--- src/rtl/sobel_pkg.sv ---
// Shared Sobel constants: default widths, window byte indices and slice helpers.
// The line buffer uses the same byte order when it packs windows.
package sobel_pkg;

  localparam int PIXEL_WIDTH_DEF = 8;
  localparam int GRAD_WIDTH_DEF  = 11;
  localparam int COUNT_WIDTH_DEF = 20;
  localparam int NUM_TAPS        = 9;

  // Window byte order: top L,C,R / mid L,C,R / bot L,C,R, byte 0 in the LSBs.
  localparam int P0 = 0;
  localparam int P1 = 1;
  localparam int P2 = 2;
  localparam int P3 = 3;
  localparam int P4 = 4;
  localparam int P5 = 5;
  localparam int P6 = 6;
  localparam int P7 = 7;
  localparam int P8 = 8;

  localparam logic [PIXEL_WIDTH_DEF-1:0] PIX_MAX = '1;

  function automatic int sat_max(input int width);
    return (1 << width) - 1;
  endfunction

  function automatic logic [PIXEL_WIDTH_DEF-1:0] win_pixel(
    input logic [NUM_TAPS*PIXEL_WIDTH_DEF-1:0] win,
    input int                                  idx
  );
    return win[idx*PIXEL_WIDTH_DEF +: PIXEL_WIDTH_DEF];
  endfunction

  function automatic logic [NUM_TAPS*PIXEL_WIDTH_DEF-1:0] win_pack(
    input logic [PIXEL_WIDTH_DEF-1:0] p0, p1, p2, p3, p4, p5, p6, p7, p8
  );
    return {p8, p7, p6, p5, p4, p3, p2, p1, p0};
  endfunction

endpackage

--- src/rtl/sobel_edge_counter.sv ---
// Per-frame edge accumulator: saturating count, reported and cleared on frame_start.
// An edge arriving in the frame_start cycle is credited to the frame that is ending.
module sobel_edge_counter
  import sobel_pkg::*;
#(
  parameter int COUNT_WIDTH = COUNT_WIDTH_DEF
) (
  input  logic                   clk,
  input  logic                   rst_n,
  input  logic                   i_frame_start,
  input  logic                   i_edge,
  output logic [COUNT_WIDTH-1:0] o_edge_count,
  output logic                   o_edge_count_valid
);

  logic [COUNT_WIDTH-1:0] r_acc;
  logic [COUNT_WIDTH-1:0] r_count;
  logic                   r_count_valid;
  logic [COUNT_WIDTH-1:0] w_acc_inc;
  logic [COUNT_WIDTH-1:0] w_acc_next;

  assign w_acc_inc  = (r_acc == '1) ? r_acc : r_acc + COUNT_WIDTH'(1);
  assign w_acc_next = i_edge ? w_acc_inc : r_acc;

  always_ff @(posedge clk or negedge rst_n) begin
    if (!rst_n) begin
      r_acc         <= '0;
      r_count       <= '0;
      r_count_valid <= 1'b0;
    end else if (i_frame_start) begin
      r_count       <= w_acc_next;
      r_count_valid <= 1'b1;
      r_acc         <= '0;
    end else begin
      r_count_valid <= 1'b0;
      r_acc         <= w_acc_next;
    end
  end

  assign o_edge_count       = r_count;
  assign o_edge_count_valid = r_count_valid;

endmodule

--- src/rtl/sobel_magnitude.sv ---
// Four-stage Sobel datapath: column/row sums, gradients, |gx|+|gy|, saturate and threshold.
// No backpressure; each stage's data registers load only when that stage is valid.
module sobel_magnitude
  import sobel_pkg::*;
#(
  parameter int PIXEL_WIDTH = PIXEL_WIDTH_DEF,
  parameter int GRAD_WIDTH  = GRAD_WIDTH_DEF,
  parameter int COUNT_WIDTH = COUNT_WIDTH_DEF
) (
  input  logic                            clk,
  input  logic                            rst_n,
  input  logic                            window_valid,
  input  logic [PIXEL_WIDTH*NUM_TAPS-1:0] window_in,
  input  logic                            frame_start,
  input  logic [PIXEL_WIDTH-1:0]          threshold,
  output logic                            pixel_valid_out,
  output logic [PIXEL_WIDTH-1:0]          pixel_out,
  output logic                            edge_out,
  output logic [COUNT_WIDTH-1:0]          edge_count,
  output logic                            edge_count_valid
);

  localparam int S1_W  = PIXEL_WIDTH + 2;
  localparam int MAG_W = GRAD_WIDTH + 1;
  localparam logic [MAG_W-1:0] SAT_MAX = MAG_W'(sat_max(PIXEL_WIDTH));

  logic [PIXEL_WIDTH-1:0] w_p [NUM_TAPS];

  always_comb begin
    for (int i = 0; i < NUM_TAPS; i++) begin
      w_p[i] = window_in[i*PIXEL_WIDTH +: PIXEL_WIDTH];
    end
  end

  logic r_v1, r_v2, r_v3, r_v4;

  always_ff @(posedge clk or negedge rst_n) begin
    if (!rst_n) begin
      r_v1 <= 1'b0;
      r_v2 <= 1'b0;
      r_v3 <= 1'b0;
      r_v4 <= 1'b0;
    end else begin
      r_v1 <= window_valid;
      r_v2 <= r_v1;
      r_v3 <= r_v2;
      r_v4 <= r_v3;
    end
  end

  // Stage 1: weighted positive/negative sums for each gradient direction.
  logic [S1_W-1:0] w_xp, w_xn, w_yp, w_yn;
  logic [S1_W-1:0] r_xp, r_xn, r_yp, r_yn;

  assign w_xp = S1_W'(w_p[P2]) + (S1_W'(w_p[P5]) << 1) + S1_W'(w_p[P8]);
  assign w_xn = S1_W'(w_p[P0]) + (S1_W'(w_p[P3]) << 1) + S1_W'(w_p[P6]);
  assign w_yp = S1_W'(w_p[P6]) + (S1_W'(w_p[P7]) << 1) + S1_W'(w_p[P8]);
  assign w_yn = S1_W'(w_p[P0]) + (S1_W'(w_p[P1]) << 1) + S1_W'(w_p[P2]);

  always_ff @(posedge clk or negedge rst_n) begin
    if (!rst_n) begin
      r_xp <= '0;
      r_xn <= '0;
      r_yp <= '0;
      r_yn <= '0;
    end else if (window_valid) begin
      r_xp <= w_xp;
      r_xn <= w_xn;
      r_yp <= w_yp;
      r_yn <= w_yn;
    end
  end

  logic signed [GRAD_WIDTH-1:0] r_gx, r_gy;

  always_ff @(posedge clk or negedge rst_n) begin
    if (!rst_n) begin
      r_gx <= '0;
      r_gy <= '0;
    end else if (r_v1) begin
      r_gx <= $signed(GRAD_WIDTH'(r_xp)) - $signed(GRAD_WIDTH'(r_xn));
      r_gy <= $signed(GRAD_WIDTH'(r_yp)) - $signed(GRAD_WIDTH'(r_yn));
    end
  end

  logic [GRAD_WIDTH-1:0] w_abs_gx, w_abs_gy;
  logic [MAG_W-1:0]      w_mag;
  logic [MAG_W-1:0]      r_mag;

  assign w_abs_gx = r_gx[GRAD_WIDTH-1] ? -r_gx : r_gx;
  assign w_abs_gy = r_gy[GRAD_WIDTH-1] ? -r_gy : r_gy;
  assign w_mag    = MAG_W'(w_abs_gx) + MAG_W'(w_abs_gy);

  always_ff @(posedge clk or negedge rst_n) begin
    if (!rst_n) begin
      r_mag <= '0;
    end else if (r_v2) begin
      r_mag <= w_mag;
    end
  end

  // Stage 4: threshold is taken live in the cycle the result is registered.
  logic [PIXEL_WIDTH-1:0] w_sat;
  logic                   w_edge;
  logic [PIXEL_WIDTH-1:0] r_pix;
  logic                   r_edge;

  assign w_sat  = (r_mag > SAT_MAX) ? '1 : r_mag[PIXEL_WIDTH-1:0];
  assign w_edge = (w_sat > threshold);

  always_ff @(posedge clk or negedge rst_n) begin
    if (!rst_n) begin
      r_pix  <= '0;
      r_edge <= 1'b0;
    end else if (r_v3) begin
      r_pix  <= w_sat;
      r_edge <= w_edge;
    end
  end

  assign pixel_valid_out = r_v4;
  assign pixel_out       = r_pix;
  assign edge_out        = r_edge;

  sobel_edge_counter #(
    .COUNT_WIDTH (COUNT_WIDTH)
  ) u_edge_counter (
    .clk                (clk),
    .rst_n              (rst_n),
    .i_frame_start      (frame_start),
    .i_edge             (r_v4 & r_edge),
    .o_edge_count       (edge_count),
    .o_edge_count_valid (edge_count_valid)
  );

endmodule

--- config.mk ---
export PLATFORM = sky130hd
export DESIGN_NAME = sobel_magnitude
export DESIGN_NICKNAME = d
export VERILOG_FILES = /design/src/rtl/sobel_pkg.sv /design/src/rtl/sobel_edge_counter.sv /design/src/rtl/sobel_magnitude.sv
export SDC_FILE = /design/constraint.sdc
export NUM_CORES = 1
export LEC_CHECK = 0
export CAP_MARGIN = 20
export CORE_MARGIN = 3
export CORE_UTILIZATION = 35
export DETAILED_ROUTE_END_ITERATION = 7
export PLACE_DENSITY_LB_ADDON = 0.15
export SLEW_MARGIN = 20
export SYNTH_ARGS = -nofsm -noshare
export SYNTH_HDL_FRONTEND = slang
export SYNTH_HIERARCHICAL = 1
export SYNTH_SLANG_ARGS = --single-unit
export TNS_END_PERCENT = 30
--- constraint.sdc ---
create_clock -name clk -period 2.25 [get_ports clk]
set_input_delay 0.675 -clock clk [delete_from_list [all_inputs] [get_ports clk]]
set_output_delay 0.675 -clock clk [all_outputs]
set_load 0.03 [all_outputs]
==> key figures, run 1 <==
Yosys
  • Syn Area/Cell: a little under 10 µm²
  • Netlist cell types: 63
  • Number of enable flip-flop cells after synthesis: 0
  • Synth Register Bits: between 100 and 150
  • Post-synthesis async set-or-reset flop share: 100%
  • Synthesized Nets: approximately 1.1k
  • Cell area after synthesis: 0.00892 mm²
  • Seq/Total Area, Yosys: a little over a third
  • Mapped Cells: 910
  • Top FF cell, synth: dfrtp_1
  • Yosys warns: 6

Die
  • Die Y: 166 µm
  • Die area: ~0.027 mm²
  • Rows: 57
  • Starting Density: 36.2%
  • Total core area: 0.0247 mm²
  • Die width: 166 µm
  • Io pins: 115

Placement
  • Setup WS pre-CTS: -0.994 ns
  • Gpl congestion: 0.798
  • Final HPWL DP: around 17000 µm
  • # port buffers: around 110
  • Placed cells: between 1k and 1.5k
  • Cell Area, Placed: about 0.011 mm²

Power
  • Sw Ratio: 38.7%
  • P_leak: around 0.0055 µW
  • Net load switching power: 5930 µW
  • PD cells: around 1200 mW/mm²
  • Part of the power in registers: 21.5%
  • Clock share of power: between 10% and 20%
  • Internal power: between 9000 and 10000 µW
  • Comb power frac: roughly 60%
  • Maximum vdd ir drop: about 0.00068 V

Detailed routing
  • WL final: about 22000 µm
  • Remaining DRCs: 0
  • Detailed Routing Iterations Pass 1: 5
  • Vias per cell: approximately 5
  • WL per Instance: roughly 15 µm
  • Routed Antenna Nets: 0
  • First DRT Iteration DRCs: between 300 and 400
  • Vias: approximately 7.4k

Critical path
  • Worst setup SP type: flop
  • Slowest-stage cell, CP: dfrtp_1
  • Worst stage delay on the critical path: 0.41 ns
  • Crit. End Element: flop
  • Critical path arrival: roughly 2.9 ns
  • Top Family by Delay on Critical Path: simple AND/OR/NAND/NOR gates
  • Worst-path fanout max: 3
  • Critical path data required time: between 2 and 3 ns
  • Crit path buffers/inverters: 0
  • WS Path Type: flop to flop
  • Critical path cell sequence: nor3_2, nand2_1, or3_4, o31ai_4, xnor2_1, ha_1, a21oi_1, o21ai_1, nand3b_1, o21ai_0, or3_1

CTS
  • Post-CTS Hold Buffers: 0
  • CTS Buf Count: 17
  • CTS root buf: clkbuf_16
  • Clk slew on worst S/H paths: approximately 0.060 ns
  • Worst-case clock buffer depth: 2
  • CTS sink cnt: 128
  • CTS tree: done
  • H-tree levels: 4
  • Worst skew pair latency: between 0.4 and 0.5 ns

Cells and area
  • Post-Layout Cell Count: 1481
  • Nets@finish: 1342
  • Layout cells sized above 1: 29.0%
  • Ant diodes: 0
  • Layout area overhead: 41.0%
  • Non-Filler Cell Area, Final: between 0.01 and 0.015 mm²

Run status
  • Status: finished, violations left
  • Failing checks: negative setup slack

STA
  • Clock skew: between 0.01 and 0.015 ns
  • RSZ-0062 raised after global routing: true
  • Tcrit/Tclk final: 115%
  • Rel. slew slack: about 65%
  • Hold Vio Cnt, Final: 0
  • Tightest Pin Transition: ~0.52 ns
  • TNS Setup: -1.92 ns
  • Setup Viol. Count Final: 23
  • Final Hold Slack: roughly 0.23 ns
  • Slew Viols, Final: 0
  • Tmin final: 2.59 ns
  • Achievable Freq: between 0.3 and 0.4 GHz
  • Worst setup margin: -0.341 ns

GRT
  • First-pass GRT wire length: between 30000 and 40000 µm
  • Total congestion overflow: 0
  • GRT Resource Usage Total: 16.6%
  • Number of global-route vias before repair: between 7k and 8k
  • Largest net degree at the start of global routing: 37
  • Initial antenna violation count: 0

Job
  • Max_cap viols: 0

Worst hold path
  • Tightest Hold Check Type: primary input to async pin
-- power groups by stage --
stage | combinational (µW) | sequential, µW | clock [µW]
4_1_cts | 8450 | 3290 | 2790
3_5_place_dp | 7850 | 3310 | 0
6_report | 9310 | 3290 | 2720
3_3_place_gp | 7790 | 3300 | 0
5_1_grt | 10300 | 3370 | 2910
2_1_floorplan | 4870 | 3380 | 0
-- per-layer routing --
layer	global-route usage (%)	part of all wire, %	routed length, µm	vias up
li1	-	-	-	3719
met3	2.93	3.2	711	27
met2	27.7	48	10800	152
met5	0	0	0	-
met1	22.3	47	10500	3467
met4	4.88	1.7	379	0
-- kinds of logic (layout without fill, tap and decap cells) --
kind of cell	after synthesis	count (layout)	synth area share (%)
flip-flops	128	128	35.9
XOR/XNOR	48	48	4.71
AND/OR/NAND/NOR	252	252	14.2
AO/OA/AOI/OAI	248	248	18.3
adder cells (fa/ha/maj)	113	113	18.8
multiplexers	36	36	4.40
buffers and inverters	85	332	3.70
-- state kept, by name, summed over array words and instances, names as in the netlist --
name                               cells
r_mag                                 12
u_edge_counter/o_edge_count           20
r_yp                                  10
r_gy                                  11
pixel_valid_out                        1
u_edge_counter/o_edge_count_valid      1
r_v2                                   1
pixel_out                              8
r_xp                                  10
r_xn                                  10
r_gx                                  11
r_v1                                   1
u_edge_counter/r_acc                  20
r_yn                                  10
edge_out                               1
r_v3                                   1
-- worst paths after layout --
kind                          start            to  slack [ns]  cells after the start
min reg2reg                r_mag[4]      r_mag[4]        0.46                      1
max reg2reg                 r_gy[0]     r_mag[10]       -0.34                     11
min                           rst_n  pixel_out[1]        0.23                      1
max                         r_gy[0]     r_mag[10]       -0.34                     11
max in group asynchronous     rst_n       r_xn[4]        1.45                      2
min in group clk           r_mag[4]      r_mag[4]        0.46                      1
-- cells in the final DEF, fill, tap and decap left out, types with 21 or more instances in the layout --
cell             Yosys  final
dfrtp_1            128    127
nor2_1              77     75
xnor2_1             43     41
a21oi_1             54     48
fa_1                35     25
mux2_2              26     25
dlygate4sd2_1        0     23
clkdlybuf4s50_1      0     57
ha_1                78     50
nand2_1             69     65
o21ai_0             60     45
inv_1               60     51
ha_4                 0     21
buf_4                0    123
o21a_1              25     25
-- cell usage after synthesis (5+ instances only) --
master,count,share of area [%]
nor2b_1,8,0.56
or3_1,6,0.42
a211oi_1,23,1.9
fa_1,35,7.9
xnor2_1,43,4.2
o2bb2ai_1,5,0.49
a21o_1,17,1.4
o31ai_1,8,0.67
nand3_1,14,0.79
mux2_2,26,3.3
a21oi_1,54,3.0
o21ai_0,60,3.4
ha_1,78,11
inv_1,60,2.5
nand2_1,69,2.9
a31oi_1,10,0.70
mux2i_1,10,1.1
clkbuf_1,18,0.76
nor3_1,23,1.3
o31a_1,11,1.1
nand3b_1,5,0.42
nor2_1,77,3.2
o21a_1,25,2.1
xor2_1,5,0.49
nand2b_1,14,0.98
and3_1,6,0.42
dfrtp_1,128,36
-- worst reg2reg max path, delay by kind of cell (launching register included) --
kind | cells | cell delay, ns
and+or+nand+nor | 5 | 1.06
AOI/OAI and AO/OA | 4 | 0.55
DFF | 1 | 0.41
adders and majority gates | 1 | 0.34
xor gates and xnor gates | 1 | 0.11
-- metrics by stage --
| stage | power, µW | utilization, % |
|---|---|---|
| after floorplan | 8260 | - |
| after global placement | 11100 | 45.4 |
| after detailed placement | 11200 | 45.4 |
| after CTS | 14500 | 50.0 |
| after global routing | 16600 | 51.0 |
| final | 15300 | 51.0 |
-- cell type report --
cell class	count	area, µm²
clock inverters	11	129
inverters	62	233
multi-input cells	697	6110
repair buffers	239	2060
well taps	324	405
fillers	2342	12100
flip-flops and latches	128	3200
clock buffers	20	447
-- repair_timing --
| item | in CTS | in global routing |
|---|---|---|
| gates resized for setup | 216 | 49 |
| setup buffers | 16 | 5 |
| pin swaps | 93 | 40 |
| setup endpoints to repair | 36 | 31 |
| gates cloned | 0 | 0 |
| endpoints found under the hold margin | 0 | 0 |
(Power assumes the default switching activity.)
==> run 2, diff against run 1 <==
--- a/config.mk
+++ b/config.mk
@@ -10,6 +10,7 @@
 export CORE_UTILIZATION = 35
 export DETAILED_ROUTE_END_ITERATION = 7
 export PLACE_DENSITY_LB_ADDON = 0.15
+export SETUP_SLACK_MARGIN = 0.15
 export SLEW_MARGIN = 20
 export SYNTH_ARGS = -nofsm -noshare
 export SYNTH_HDL_FRONTEND = slang
==> key figures, run 2 (synthesis gave the netlist of run 1 again) <==
Critical path
  • Worst setup SP type: flop
  • WS Path Type: flop to flop
  • Critical path data required time: approximately 2.6 ns
  • Critical path arrival: between 2 and 3 ns
  • Crit path to: r_mag[10]
  • Crit. End Element: flop
  • Reg2reg setup slack: -0.29 ns
  • Worst flop-to-flop path startpoint: r_gx[1]
  • Worst-path fanout max: 3
  • Crit path launch: r_gx[1]
  • R2R Path End: r_mag[10]
  • Reg2reg path depth: 11

CTS
  • Clk slew on worst S/H paths: roughly 0.06 ns
  • Worst-case clock buffer depth: 2
  • CTS tree: done
  • CTS root buf: clkbuf_16
  • Worst skew pair latency: 0.43 ns
  • H-tree levels: 4
  • Post-CTS Hold Buffers: 0
  • CTS sink cnt: between 100 and 150
  • CTS Buf Count: 17

STA
  • Setup Viol. Count Final: 15
  • Tmin final: approximately 2.5 ns
  • Rel. slew slack: between 60% and 70%
  • Final Hold Slack: between 0.2 and 0.25 ns
  • Achievable Freq: ~0.39 GHz
  • RSZ-0062 raised after global routing: true
  • Tcrit/Tclk final: 113%
  • Worst setup margin: -0.290 ns
  • Slew Viols, Final: 0
  • Tightest Pin Transition: approximately 0.55 ns
  • Hold Vio Cnt, Final: 0
  • Clock skew: approximately 0.012 ns
  • TNS Setup: -1.22 ns

Die
  • Io pins: approximately 120
  • Die Y: 166 µm
  • Starting Density: a little over a third
  • Total core area: ~0.025 mm²
  • Rows: between 50 and 60
  • Die area: approximately 0.027 mm²
  • Die width: 166 µm

Detailed routing
  • First DRT Iteration DRCs: 225
  • WL final: approximately 23000 µm
  • Vias: roughly 7.4k
  • WL per Instance: 15.3 µm
  • Remaining DRCs: 0
  • Routed Antenna Nets: 0
  • Vias per cell: roughly 5.0
  • Detailed Routing Iterations Pass 1: 4

GRT
  • First-pass GRT wire length: 38400 µm
  • Total congestion overflow: 0
  • GRT Resource Usage Total: around 17%
  • Initial antenna violation count: 0
  • Largest net degree at the start of global routing: 54
  • Number of global-route vias before repair: around 7.8k

Power
  • PD cells: 1250 mW/mm²
  • Comb power frac: 62.7%
  • Total chip power: between 15000 and 20000 µW
  • Part of the power in registers: around a fifth
  • Clock share of power: 16.3%
  • P_leak: 0.00558 µW
  • Sw Ratio: just under 40%
  • Maximum vdd ir drop: about 0.00076 V
  • Internal power: roughly 9700 µW
  • Net load switching power: around 6300 µW

Cells and area
  • Nets@finish: approximately 1.3k
  • Layout cells sized above 1: about a third
  • Layout Utilization: between 50 and 60%
  • Non-Filler Cell Area, Final: 0.0128 mm²
  • Ant diodes: 0
  • Most frequent cells in the layout: dfrtp_1 (126), buf_4 (114), nor2_1 (72), nand2_1 (62), dlygate4sd2_1 (52)
  • Most common cell after layout, fill and taps aside: dfrtp_1
  • Layout area overhead: 43.5%

Placement
  • Gpl congestion: 0.799
  • # port buffers: around 110
  • Cell Area, Placed: 0.0112 mm²
  • Final HPWL DP: about 17000 µm

Job
  • Max_cap viols: 0

Run status
  • Failing checks: negative setup slack
  • Status: finished, violations left

Worst hold path
  • Tightest Hold Check Type: primary input to async pin
## run 2: changes by cell type in the layout (fill, tap and decap cells not counted), sizes merged
cell / previous run / this run
dlygate4sd2: 23 / 52
clkdlybuf4s15: 5 / 6
clkdlybuf4s50: 57 / 26
buf: 153 / 155
inv: 65 / 66
clkinvlp: 2 / 3
bufinv: 2 / 0
clkbuf: 21 / 20
clkinv: 4 / 5
## run 2: timing repair
item / in CTS / in global routing
setup buffers: 18 / 5
resized for setup: 290 / 70
endpoints found under the setup margin: 74 / 35
pin swaps: 103 / 54
## run 2: per-layer routing
| layer | vias up | routed length (µm) | GRT usage, % | part of all wire (%) |
|---|---|---|---|---|
| li1 | 3724 | - | - | - |
| met1 | 3480 | 10600 | 21.6 | 46 |
| met2 | 134 | 11100 | 29.3 | 49 |
| met3 | 26 | 731 | 3.29 | 3.2 |
| met4 | 0 | 332 | 4.67 | 1.5 |
| met5 | - | 0 | 0 | 0 |
## run 2: layout make-up
type | count | area [µm²]
Sequential cell | 128 | 3210
Multi-Input combinational cell | 697 | 6340
Inverter | 62 | 233
Clock buffer | 20 | 457
Tap cell | 324 | 405
Clock inverter | 12 | 97.6
Fill cell | 2338 | 11900
Timing Repair Buffer | 239 | 2070
## run 2: how the worst min path moves through the flow
| stage | startpoint | endpoint | slack [ns] | cells past startpoint |
|---|---|---|---|---|
| CTS | rst_n | r_mag[0] | 0.21 | 1 |
| floorplan | r_v3 | pixel_valid_out | 0.35 | 0 |
| finish | rst_n | r_mag[0] | 0.21 | 1 |
| global placement | r_mag[4] | r_mag[4] | 0.45 | 1 |
| global route | rst_n | r_mag[1] | 0.22 | 1 |
| detailed placement | r_mag[4] | r_mag[4] | 0.46 | 1 |
## run 2: power groups by stage
stage,logic (µW),clock network (µW),registers (µW)
after floorplan,4880,0,3380
after global placement,7650,0,3320
after detailed placement,7700,0,3330
after CTS,8860,2690,3320
after global routing,11100,2790,3440
final,10000,2610,3350
## run 2: worst max-delay path: stages, from the launching register on
cell	delay, ns
dfrtp_1	0.41
nor3_2	0.18
nand2_1	0.10
or3_4	0.38
o31ai_4	0.22
xnor2_2	0.17
ha_4	0.24
buf_4	0.14
nand2_2	0.06
nor3_1	0.04
a22o_1	0.19
or3_1	0.30
## run 2: metrics by stage
step / setup slack, ns / std cells
global placement: -0.942 / 1427
CTS: -0.323 / 1477
floorplan: -0.255 / 910
global route: -0.429 / 1482
finish: -0.290 / 1482
detailed placement: -0.974 / 1427
